--- config.mk ---
export PLATFORM = sky130hd
export DESIGN_NAME = multicycle_ctrl_fsm
export DESIGN_NICKNAME = d
export VERILOG_FILES = /design/src/rtl/multicycle_ctrl_pkg.sv /design/src/rtl/mem_wait_timer.sv /design/src/rtl/multicycle_ctrl_fsm.sv
export SDC_FILE = /design/constraint.sdc
export NUM_CORES = 1
export LEC_CHECK = 0
export CORE_MARGIN = 2
export CORE_UTILIZATION = 41
export DETAILED_ROUTE_END_ITERATION = 7
export PLACE_DENSITY_LB_ADDON = 0.3
export SLEW_MARGIN = 20
export SYNTH_ARGS = -nofsm -noshare
export SYNTH_HDL_FRONTEND = slang
export SYNTH_HIERARCHICAL = 1
export SYNTH_SLANG_ARGS = --single-unit
--- constraint.sdc ---
create_clock -name clk_i -period 5.85 [get_ports clk_i]
set_clock_uncertainty 0.1 [all_clocks]
set_input_delay 1.17 -clock clk_i [delete_from_list [all_inputs] [get_ports clk_i]]
set_output_delay 1.17 -clock clk_i [all_outputs]
set_load 0.005 [all_outputs]
--- src/rtl/multicycle_ctrl_pkg.sv ---
// Shared encodings for the multi-cycle RV32I control FSM:
// states, opcodes and datapath select codes.
package multicycle_ctrl_pkg;

   typedef enum logic [3:0] {
      S_RST      = 4'd0,
      S_FETCH    = 4'd1,
      S_DECODE   = 4'd2,
      S_MEM_ADDR = 4'd3,
      S_MEM_RD   = 4'd4,
      S_MEM_WB   = 4'd5,
      S_MEM_WR   = 4'd6,
      S_EXEC_R   = 4'd7,
      S_EXEC_I   = 4'd8,
      S_ALU_WB   = 4'd9,
      S_BRANCH   = 4'd10,
      S_JAL      = 4'd11,
      S_JALR     = 4'd12,
      S_TRAP     = 4'd13,
      S_ERR      = 4'd14
   } state_e;

   localparam logic [6:0] OP_RTYPE  = 7'b0110011;
   localparam logic [6:0] OP_ITYPE  = 7'b0010011;
   localparam logic [6:0] OP_LOAD   = 7'b0000011;
   localparam logic [6:0] OP_STORE  = 7'b0100011;
   localparam logic [6:0] OP_BRANCH = 7'b1100011;
   localparam logic [6:0] OP_JAL    = 7'b1101111;
   localparam logic [6:0] OP_JALR   = 7'b1100111;

   localparam logic [1:0] WB_ALUOUT = 2'b00;
   localparam logic [1:0] WB_MDR    = 2'b01;
   localparam logic [1:0] WB_PC     = 2'b10;

   localparam logic [1:0] SRCA_PC    = 2'b00;
   localparam logic [1:0] SRCA_RS1   = 2'b01;
   localparam logic [1:0] SRCA_OLDPC = 2'b10;

   localparam logic [1:0] SRCB_RS2  = 2'b00;
   localparam logic [1:0] SRCB_FOUR = 2'b01;
   localparam logic [1:0] SRCB_IMM  = 2'b10;

   localparam logic [1:0] ALU_ADD = 2'b00;
   localparam logic [1:0] ALU_SUB = 2'b01;
   localparam logic [1:0] ALU_RFN = 2'b10;
   localparam logic [1:0] ALU_IFN = 2'b11;

   localparam logic [1:0] PC_ALU    = 2'b00;
   localparam logic [1:0] PC_ALUOUT = 2'b01;

endpackage

--- src/rtl/mem_wait_timer.sv ---
// Memory-wait watchdog: counts stalled cycles, flags when the
// count reaches MEM_TIMEOUT (0 disables the flag).
module mem_wait_timer #(
   parameter int CNT_W       = 4,
   parameter int MEM_TIMEOUT = 15
) (
   input  logic clk_i,
   input  logic rst_ni,
   input  logic clr_i,
   input  logic inc_i,
   output logic timeout_o
);

   logic [CNT_W-1:0] cnt_q, cnt_d;

   always_comb begin
      cnt_d = cnt_q;
      if (clr_i)
         cnt_d = '0;
      else if (inc_i)
         cnt_d = cnt_q + CNT_W'(1);
   end

   always_ff @(posedge clk_i or negedge rst_ni) begin
      if (!rst_ni)
         cnt_q <= '0;
      else
         cnt_q <= cnt_d;
   end

   assign timeout_o = (MEM_TIMEOUT != 0) &&
                      (cnt_q == CNT_W'(MEM_TIMEOUT));

endmodule

--- src/rtl/multicycle_ctrl_fsm.sv ---
// Multi-cycle RV32I main control FSM with memory-ready watchdog.
// Define ILLEGAL_TRAP_EN to trap unknown opcodes instead of NOP.
module multicycle_ctrl_fsm
   import multicycle_ctrl_pkg::*;
#(
   parameter int OPCODE_W    = 7,
   parameter int STATE_W     = 4,
   parameter int MEM_TIMEOUT = 15,
   parameter int CNT_W       = 4
) (
   input  logic               clk_i,
   input  logic               rst_i,
   input  logic [31:0]        instr_i,
   input  logic               mem_ready_i,
   input  logic               zero_i,
   output logic               PCWrite,
   output logic               IorD,
   output logic               MemRead,
   output logic               MemWrite,
   output logic               IRWrite,
   output logic               RegWrite,
   output logic [1:0]         MemtoReg,
   output logic [1:0]         ALUSrcA,
   output logic [1:0]         ALUSrcB,
   output logic [1:0]         ALUOp,
   output logic [1:0]         PCSource,
   output logic [STATE_W-1:0] state_o,
   output logic               err_o
);

   state_e state_q, state_d;
   logic   err_q;
   logic   wait_st, timeout;
   logic [OPCODE_W-1:0] opc;
   logic   unused_instr;

   assign opc = instr_i[OPCODE_W-1:0];
   assign unused_instr = ^{instr_i[31:13], instr_i[11:OPCODE_W]};

   assign wait_st = (state_q == S_FETCH) ||
                    (state_q == S_MEM_RD) ||
                    (state_q == S_MEM_WR);

   mem_wait_timer #(
      .CNT_W       (CNT_W),
      .MEM_TIMEOUT (MEM_TIMEOUT)
   ) u_timer (
      .clk_i     (clk_i),
      .rst_ni    (rst_i),
      .clr_i     (state_d != state_q),
      .inc_i     (wait_st && !mem_ready_i),
      .timeout_o (timeout)
   );

   // A ready response in the timeout cycle wins over the watchdog.
   always_comb begin
      state_d = state_q;
      case (state_q)
         S_RST: state_d = S_FETCH;
         S_FETCH: begin
            if (mem_ready_i)  state_d = S_DECODE;
            else if (timeout) state_d = S_ERR;
         end
         S_DECODE: begin
            case (opc)
               OPCODE_W'(OP_RTYPE):  state_d = S_EXEC_R;
               OPCODE_W'(OP_ITYPE):  state_d = S_EXEC_I;
               OPCODE_W'(OP_LOAD),
               OPCODE_W'(OP_STORE):  state_d = S_MEM_ADDR;
               OPCODE_W'(OP_BRANCH): state_d = S_BRANCH;
               OPCODE_W'(OP_JAL):    state_d = S_JAL;
               OPCODE_W'(OP_JALR):   state_d = S_JALR;
`ifdef ILLEGAL_TRAP_EN
               default:              state_d = S_TRAP;
`else
               default:              state_d = S_FETCH;
`endif
            endcase
         end
         S_MEM_ADDR:
            state_d = (opc == OPCODE_W'(OP_LOAD)) ? S_MEM_RD : S_MEM_WR;
         S_MEM_RD: begin
            if (mem_ready_i)  state_d = S_MEM_WB;
            else if (timeout) state_d = S_ERR;
         end
         S_MEM_WR: begin
            if (mem_ready_i)  state_d = S_FETCH;
            else if (timeout) state_d = S_ERR;
         end
         S_MEM_WB, S_ALU_WB, S_BRANCH,
         S_JAL, S_JALR:           state_d = S_FETCH;
         S_EXEC_R, S_EXEC_I:      state_d = S_ALU_WB;
         S_TRAP, S_ERR:           state_d = state_q;
         default:                 state_d = S_ERR;
      endcase
   end

   always_ff @(posedge clk_i or negedge rst_i) begin
      if (!rst_i) begin
         state_q <= S_RST;
         err_q   <= 1'b0;
      end else begin
         state_q <= state_d;
         if (state_d == S_ERR) err_q <= 1'b1;
      end
   end

   always_comb begin
      PCWrite  = 1'b0;
      IorD     = 1'b0;
      MemRead  = 1'b0;
      MemWrite = 1'b0;
      IRWrite  = 1'b0;
      RegWrite = 1'b0;
      MemtoReg = WB_ALUOUT;
      ALUSrcA  = SRCA_PC;
      ALUSrcB  = SRCB_RS2;
      ALUOp    = ALU_ADD;
      PCSource = PC_ALU;
      case (state_q)
         S_FETCH: begin
            MemRead  = 1'b1;
            ALUSrcB  = SRCB_FOUR;
            IRWrite  = mem_ready_i;
            PCWrite  = mem_ready_i;
         end
         S_DECODE: begin
            ALUSrcA = SRCA_OLDPC;
            ALUSrcB = SRCB_IMM;
         end
         S_MEM_ADDR: begin
            ALUSrcA = SRCA_RS1;
            ALUSrcB = SRCB_IMM;
         end
         S_MEM_RD: begin
            IorD    = 1'b1;
            MemRead = 1'b1;
         end
         S_MEM_WB: begin
            RegWrite = 1'b1;
            MemtoReg = WB_MDR;
         end
         S_MEM_WR: begin
            IorD     = 1'b1;
            MemWrite = 1'b1;
         end
         S_EXEC_R: begin
            ALUSrcA = SRCA_RS1;
            ALUOp   = ALU_RFN;
         end
         S_EXEC_I: begin
            ALUSrcA = SRCA_RS1;
            ALUSrcB = SRCB_IMM;
            ALUOp   = ALU_IFN;
         end
         S_ALU_WB: RegWrite = 1'b1;
         // funct3[0] flips beq into bne
         S_BRANCH: begin
            ALUSrcA  = SRCA_RS1;
            ALUOp    = ALU_SUB;
            PCSource = PC_ALUOUT;
            PCWrite  = zero_i ^ instr_i[12];
         end
         S_JAL: begin
            RegWrite = 1'b1;
            MemtoReg = WB_PC;
            PCWrite  = 1'b1;
            PCSource = PC_ALUOUT;
         end
         S_JALR: begin
            RegWrite = 1'b1;
            MemtoReg = WB_PC;
            ALUSrcA  = SRCA_RS1;
            ALUSrcB  = SRCB_IMM;
            PCWrite  = 1'b1;
         end
         default: ;
      endcase
   end

   assign state_o = STATE_W'(state_q);
   assign err_o   = err_q;

endmodule
==> results of run 1 <==
-- Yosys cell counts, types with 2 or more instances --
library cell,number
a21oi_1,6
a22o_1,2
and2_1,3
and3_1,3
and3b_1,2
buf_2,2
buf_4,3
dfrtp_1,9
inv_1,2
mux2i_1,2
nand2_1,7
nand2b_1,5
nand3_1,2
nand3b_1,2
nand4_1,2
nor2_1,13
nor2b_1,5
o211ai_1,2
o21ai_0,11
o22ai_1,2
or3_1,4
xnor2_1,3
-- worst paths after layout --
kind	to	slack (ns)
setup / recovery	PCWrite	1.96
hold / removal	err_o	0.39
setup reg to reg	u_timer/cnt_q[3]	3.28
hold reg to reg	err_o	0.39
max in group asynchronous	u_timer/cnt_q[1]	4.27
min in group asynchronous	u_timer/cnt_q[3]	1.10
-- flip-flops by register name, indices dropped and copies added, names as in the netlist --
register	cells
state_o	4
err_o	1
u_timer/cnt_q	4
-- power by group through the flow --
stage	logic, mW	clock network, mW	registers [mW]
finish	0.351	0.0479	0.146
detailed placement	0.350	0	0.147
floorplan	0.262	0	0.0940
global route	0.394	0.0528	0.154
CTS	0.353	0.0490	0.146
global placement	0.346	0	0.146
-- per-layer routing --
layer | track usage, % | up-vias | routed length [µm]
met5 | 0 | - | 0
met4 | 3.85 | 0 | 0
met3 | 2.78 | 0 | 102
met2 | 28.0 | 21 | 1100
met1 | 27.3 | 489 | 1170
li1 | - | 512 | -
-- area by class of cell --
cell class | instances | area, µm² | share of cell area [%]
Multi-Input combinational cell | 106 | 728 | 54.5
Clock buffer | 3 | 22.5 | 1.69
Inverter | 2 | 7.51 | 0.562
Timing Repair Buffer | 31 | 310 | 23.2
Sequential cell | 9 | 225 | 16.9
Tap cell | 30 | 37.5 | 2.81
Clock inverter | 1 | 5.00 | 0.375
-- worst max-delay path, stage by stage --
cell and delay, ns:
clkdlybuf4s50_1 0.41, xor2_1 0.16, o21ai_0 0.13, o21ai_0 0.11, a21o_1 0.20, clkdlybuf4s50_1 0.44
-- per-stage QoR --
step,hold WS (ns),worst slack (ns),cell area [µm²]
2_1_floorplan,0.363,2.89,1010
3_3_place_gp,0.359,1.97,1310
3_5_place_dp,0.367,1.95,1310
4_1_cts,0.392,1.95,1340
5_1_grt,0.424,1.87,1340
6_report,0.392,1.96,1340
-- kinds of logic (layout without fill, tap and decap cells) --
logic type	Yosys count	in the layout	share of synthesized area [%]
AO/OA/AOI/OAI	35	35	23.6
adder cells (fa/ha/maj)	2	2	2.22
XOR/XNOR	4	4	3.46
multiplexers	4	4	4.57
flip-flops	9	9	22.3
buffers and inverters	10	37	5.81
AND/OR/NAND/NOR	60	60	37.7
other	1	1	0.370
==> impl_metrics.toml, run 1 <==
[global_route]
grt_max_degree = 22
grt_pass1_vias = 879
grt_overflow = 0
grt_antenna_before_repair = 0
grt_first_pass_wirelength_um = 4000
track_usage_pct = 18.4

[yosys]
synth-edff-count = 0
synth_area_leader_cell = "dfrtp_1"
seq_area_frac_synth_pct = 22.2
syn_inst = 125
ys.flop_type = "dfrtp_1"
synthTopCellsByArea = "dfrtp_1 22%, o21ai_0 5.4%, nor2_1 4.8%"
synthesis.area_mm2 = 0.00101
yosys_warnings = 6
synth_fp_nets = 162
ys_ff_latch = 9
synth_top_area_share_pct = 22.2
async_flop_share_pct = 100
synth_cell_types = 55
synth_area_per_cell_um2 = 8.10

[layout]
num_antenna_cells = 0
final_cells = 182
area_growth_pct = 32.0
fillers = 231
drive_above_1_share_pct = 11.2
fin_util_pct = 55.5
fin_nets = 190
final_common_cell = "clkdlybuf4s50_1"
final_cell_mix = "31 x clkdlybuf4s50_1, 13 x nor2_1, 11 x o21ai_0"

[critical_path]
crit_start = "instr_i[12]"
critical_path.startpoint_type = "input port"
crit_fanout = 1
cp.required_ns = 4.58
r2r-start = "state_o[0]"
ff2ff_path_depth = 7
crit_arrival_ns = 2.62
critPathKind = "in2out"
end_kind = "output port"

[route]
num_vias = 1022
postRouteWirelength_um = 2370
drt_iter0_markers = 10
drtAntennaViolNets = 0
firstDrtPassIters = 4
viasPerCell = 5.62
post-route-drc-count = 0
wire_per_inst_um = 13.0

[placed_design]
dp.cells = 178
dpl.hpwl_um = 1820
portBuffers = 31
gp_congestion = 0.818

[floorplanning]
core_mm2 = 0.00241
die_y_um = 53.7
rows = 18
start_util_pct = 42.0
boundaryPins = 57
die_x_um = 53.7
dieArea_mm2 = 0.00288

[clocking]
clkTransAtPathRegs_ns = 0.07
postCtsResizedCells = 0
cts.sinks = 9
clk_path_buf_depth = 2
postCtsHoldBufs = 0
htree_levels = 1
cts_tree = "done"
root_buffer = "clkbuf_4"
clk_latency_ns = 0.26
cts_setup_buffers = 0
cts_buffers = 3

[power]
clkPwrFrac_pct = 8.8
p_switching_uw = 236
pwr-share-seq_pct = 26.9
power.internal_uw = 309
finalPower_uw = 545
powerDensity_mw_per_mm2 = 408
p_comb_share_pct = 64.3
ir_worst_vdd_v = 0.000297
p_leak_nw = 0.515
switching_share_pct = 43.4

[timing]
max_slew.worst_pin.slew_ns = 0.699
timing.setup.tns_ns = 0
rsz0062_at_grt = "false"
fmax_ghz = 0.257
drv_slew = 0
slew_headroom_pct = 53.4
setup_viol = 0
timing.final.hold_violations = 0
period_needed_ns = 3.89
period_share_pct = 66.5

[min_path]
worst_hold_path.num_cells = 1
min_from = "err_o"
min_path_type = "reg2reg"

[outcome]
status = "complete, no violations"

[run]
drv_cap = 0
No activity file was read; power rests on OpenSTA's default activity.
==> run 2, diff against run 1 <==
--- a/config.mk
+++ b/config.mk
@@ -6,7 +6,7 @@
 export NUM_CORES = 1
 export LEC_CHECK = 0
 export CORE_MARGIN = 2
-export CORE_UTILIZATION = 41
+export CORE_UTILIZATION = 38
 export DETAILED_ROUTE_END_ITERATION = 7
 export PLACE_DENSITY_LB_ADDON = 0.3
 export SLEW_MARGIN = 20
==> constraint.sdc (replaced) <==
create_clock -name clk_i -period 3.7 [get_ports clk_i]
set_clock_uncertainty 0.1 [all_clocks]
set_input_delay 0.74 -clock clk_i [delete_from_list [all_inputs] [get_ports clk_i]]
set_output_delay 0.74 -clock clk_i [all_outputs]
set_load 0.005 [all_outputs]
==> impl_metrics.toml, run 2 (synthesized netlist as in run 1, its figures left out) <==
[power]
p_comb_share_pct = 65.8
pwr-share-seq_pct = 25.1
powerDensity_mw_per_mm2 = 648
power.internal_uw = 494
p_leak_nw = 0.520
ir_worst_vdd_v = 0.000509
switching_share_pct = 43.3
clkPwrFrac_pct = 9.1
p_switching_uw = 377

[critical_path]
critical_path.startpoint_type = "flop"
crit_fanout = 17
crit_arrival_ns = 2.24
crit_top_cell = "o21ai_0"
critPathKind = "reg2out"
cp_slowest_cell = "dfrtp_1"
critPathMaxStageDelay_ns = 0.69
crit_chain = "nor2b_1 -> o21ai_0 -> o21ai_0 -> a21o_1 -> clkdlybuf4s50_1"
cp.required_ns = 2.86
end_kind = "output port"

[clocking]
htree_levels = 1
postCtsResizedCells = 0
clk_path_buf_depth = 2
clkTransAtPathRegs_ns = 0.07
clk_latency_ns = 0.27
root_buffer = "clkbuf_4"
cts.sinks = 9
cts_tree = "done"
cts_setup_buffers = 0
postCtsHoldBufs = 0
cts_buffers = 3

[timing]
timing.setup.tns_ns = 0
rsz0062_at_grt = "false"
drv_slew = 0
period_needed_ns = 3.08
fmax_ghz = 0.325
timing.final.hold_violations = 0
max_slew.worst_pin.slew_ns = 0.680
setup_viol = 0
slew_headroom_pct = 54.7
period_share_pct = 83.2

[route]
wire_per_inst_um = 13.5
drtAntennaViolNets = 0
postRouteWirelength_um = 2480
drt_iter0_markers = 10
num_vias = 1009
firstDrtPassIters = 4
post-route-drc-count = 0
viasPerCell = 5.51

[layout]
final_common_cell = "clkdlybuf4s50_1"
drive_above_1_share_pct = 11.8
fin_util_pct = 53.8
area_growth_pct = 32.8
final_cell_mix = "31 x clkdlybuf4s50_1, 13 x nor2_1, 11 x o21ai_0"
fin_nets = 191
num_antenna_cells = 0

[placed_design]
portBuffers = 31
gp_congestion = 0.843
dpl.hpwl_um = 1910

[min_path]
min_path_type = "reg2reg"

[floorplanning]
start_util_pct = 40.5
boundaryPins = 57
core_mm2 = 0.00250
die_y_um = 55.6
dieArea_mm2 = 0.00309
rows = 18
die_x_um = 55.6

[global_route]
grt_antenna_before_repair = 0
grt_first_pass_wirelength_um = 4270
grt_max_degree = 22
grt_pass1_vias = 894
track_usage_pct = 17.3
grt_overflow = 0

[outcome]
status = "complete, no violations"

[run]
drv_cap = 0
==> run 2: cell types whose count changed in the layout (fill, tap and decap cells not counted), sizes merged <==
cell / previous run / this run
buf: 0 / 1
==> run 2: worst paths after layout <==
check	startpoint	to	slack [ns]	cells after the start
max in group asynchronous	rst_i	state_o[0]	2.58	1
worst max-delay path	state_o[1]	PCWrite	0.62	5
worst min register to register	err_o	err_o	0.39	1
worst min-delay path	err_o	err_o	0.39	1
worst max register to register	u_timer/cnt_q[0]	u_timer/cnt_q[3]	1.15	9
min in group asynchronous	rst_i	state_o[2]	0.65	1
==> run 2: cell type report <==
class	instances	area [µm²]
timing repair buffer	32	318
multi-input combinational	106	728
tap	30	37.5
clock buffer	3	22.5
inverter	2	7.51
sequential	9	225
clock inverter	1	5.00
fill	243	1160
==> run 2: worst max-delay path, delay by kind of cell (launching register included) <==
family                 cells  cell delay, ns
flip-flops                 1            0.69
buffers and inverters      1            0.49
AND/OR/NAND/NOR            1            0.42
AO/OA/AOI/OAI              3            0.36
==> run 2: power groups by stage <==
stage / Clock [mW] / Sequential, mW / Combinational [mW]
6_report: 0.0792 / 0.219 / 0.573
5_1_grt: 0.0882 / 0.229 / 0.637
4_1_cts: 0.0824 / 0.218 / 0.579
3_5_place_dp: 0 / 0.220 / 0.576
3_3_place_gp: 0 / 0.217 / 0.569
2_1_floorplan: 0 / 0.149 / 0.414
==> run 2: per-layer routing <==
metal | GRT usage (%) | up-vias | wire length [µm] | share of wire, %
met3 | 4.19 | 5 | 98 | 4.0
met1 | 22.7 | 480 | 1190 | 48
met4 | 7.32 | 0 | 41 | 1.7
li1 | - | 506 | - | -
met5 | 0 | - | 0 | 0
met2 | 27.0 | 18 | 1150 | 46
==> run 2: stage by stage <==
step	hold WS [ns]	instances	power (mW)	area, µm²	setup slack (ns)
2_1_floorplan	0.344	125	0.563	1010	1.39
3_3_place_gp	0.359	179	0.786	1320	0.686
3_5_place_dp	0.376	179	0.795	1320	0.648
4_1_cts	0.396	183	0.879	1340	0.632
5_1_grt	0.421	183	0.954	1340	0.479
6_report	0.388	183	0.871	1340	0.623
==> run 3, diff against run 2 <==
--- a/config.mk
+++ b/config.mk
@@ -6,7 +6,7 @@
 export NUM_CORES = 1
 export LEC_CHECK = 0
 export CORE_MARGIN = 2
-export CORE_UTILIZATION = 38
+export CORE_UTILIZATION = 35
 export DETAILED_ROUTE_END_ITERATION = 7
 export PLACE_DENSITY_LB_ADDON = 0.3
 export SLEW_MARGIN = 20
==> constraint.sdc (replaced) <==
create_clock -name clk_i -period 2.8 [get_ports clk_i]
set_clock_uncertainty 0.1 [all_clocks]
set_input_delay 0.56 -clock clk_i [delete_from_list [all_inputs] [get_ports clk_i]]
set_output_delay 0.56 -clock clk_i [all_outputs]
set_load 0.005 [all_outputs]
==> impl_metrics.toml, run 3 (synthesized netlist as in run 1, its figures left out) <==
[floorplanning]
core_mm2 = 0.00276
rows = 19
start_util_pct = 36.7
die_x_um = 57.8
die_y_um = 57.8
boundaryPins = 57
dieArea_mm2 = 0.00334

[placed_design]
place_area_mm2 = 0.00140
portBuffers = 31
gp_congestion = 0.857
dpl.hpwl_um = 2100

[critical_path]
crit_arrival_ns = 2.04
cp.depth = 5
r2r-start = "u_timer/cnt_q[0]"
ff2ff_path_depth = 9
critPathMaxStageDelay_ns = 0.53
worst-path-buf-inv = 2
critPathKind = "reg2out"
reg2reg_slack_ns = 0.34
cp_slowest_cell = "dfrtp_1"
critical_path.startpoint_type = "flop"
rr_endpoint = "u_timer/cnt_q[3]"
crit_fanout = 10
critPathTopFamily = "buffers and inverters"
cp.required_ns = 2.14
crit_chain = "buf_4 -> nor4b_2 -> and2_1 -> a21o_1 -> clkdlybuf4s50_1"
end_kind = "output port"

[global_route]
grt_pass1_vias = 1065
track_usage_pct = 16.5
grt_max_degree = 18
grt_overflow = 0
grt_antenna_before_repair = 0
grt_first_pass_wirelength_um = 4470

[route]
firstDrtPassIters = 4
num_vias = 1086
wire_per_inst_um = 13.5
post-route-drc-count = 0
postRouteWirelength_um = 2640
viasPerCell = 5.57
drtAntennaViolNets = 0
drt_iter0_markers = 28

[timing]
drv_slew = 0
period_needed_ns = 2.70
timing.final.hold_violations = 0
holdWs_ns = 0.377
period_share_pct = 96.5
timing.setup.tns_ns = 0
fmax_ghz = 0.370
setup_viol = 0

[layout]
drive_above_1_share_pct = 18.9
multi_input_area_um2 = 728
final_cell_mix = "31 x clkdlybuf4s50_1, 13 x nor2_1, 12 x buf_4"
area_growth_pct = 41.3
fin_nets = 202
num_antenna_cells = 0
finish.instance_area_mm2 = 0.00143
final_common_cell = "clkdlybuf4s50_1"
regArea_um2 = 229
fin_util_pct = 51.9
fillers = 272

[power]
p_leak_nw = 0.569
powerDensity_mw_per_mm2 = 870
ir_worst_vdd_v = 0.000642

[clocking]
htree_levels = 1
cts_buffers = 3
cts_tree = "done"
cts.sinks = 9
clkTransAtPathRegs_ns = 0.06
clk_latency_ns = 0.25
postCtsHoldBufs = 0
root_buffer = "clkbuf_4"
clk_path_buf_depth = 2

[min_path]
worst_hold_path.num_cells = 1
min_to = "err_o"
min_path_type = "reg2reg"
min_from = "err_o"

[run]
drv_cap = 0

[outcome]
status = "complete, no violations"
==> run 3: changes by cell type in the layout (fill, tap and decap cells not counted) <==
cell      change
buf_4        +11
dfrtp_1       -3
dfrtp_2       +3
clkbuf_1      +1
clkinv_2      -1
==> run 3: what timing repair did <==
item,4_1_cts,5_1_grt
resized for setup,0,3
setup endpoints to repair,0,3
setup buffers,0,0
==> run 3: per-layer routing <==
metal | global-route usage, % | up-vias | wire, µm
met4 | 4.98 | 0 | 15
met1 | 21.2 | 520 | 1210
li1 | - | 528 | -
met2 | 28.1 | 34 | 1280
met5 | 0 | - | 0
met3 | 2.90 | 4 | 144
==> run 3: area by class of cell <==
cell class	count	share of cell area [%]
timing repair buffer	43	28.0
tap	31	2.71
multi-input combinational	106	50.9
inverter	2	0.525
clock buffer	4	1.84
sequential	9	16.0
==> run 3: through the flow <==
step	worst slack (ns)	std cells	power, mW
after floorplan	0.531	125	0.744
after global placement	0.0718	191	1.12
after detailed placement	0.0350	191	1.14
after CTS	0.0744	195	1.25
after global routing	-0.000638	195	1.35
final	0.0989	195	1.24
==> run 3: worst max-delay path by stage <==
stage,start,endpoint
4_1_cts,state_o[0],PCWrite
6_report,state_o[0],PCWrite
3_5_place_dp,mem_ready_i,u_timer/cnt_q[3]
3_3_place_gp,mem_ready_i,u_timer/cnt_q[3]
2_1_floorplan,u_timer/cnt_q[0],u_timer/cnt_q[3]
5_1_grt,state_o[0],PCWrite
==> run 3: report_power, final <==
part	internal [mW]	switching (mW)	total (mW)	leakage, nW
Clock	0.0547	0.0419	0.0966	0.0150
Combinational	0.503	0.374	0.876	0.442
Sequential	0.169	0.102	0.271	0.112
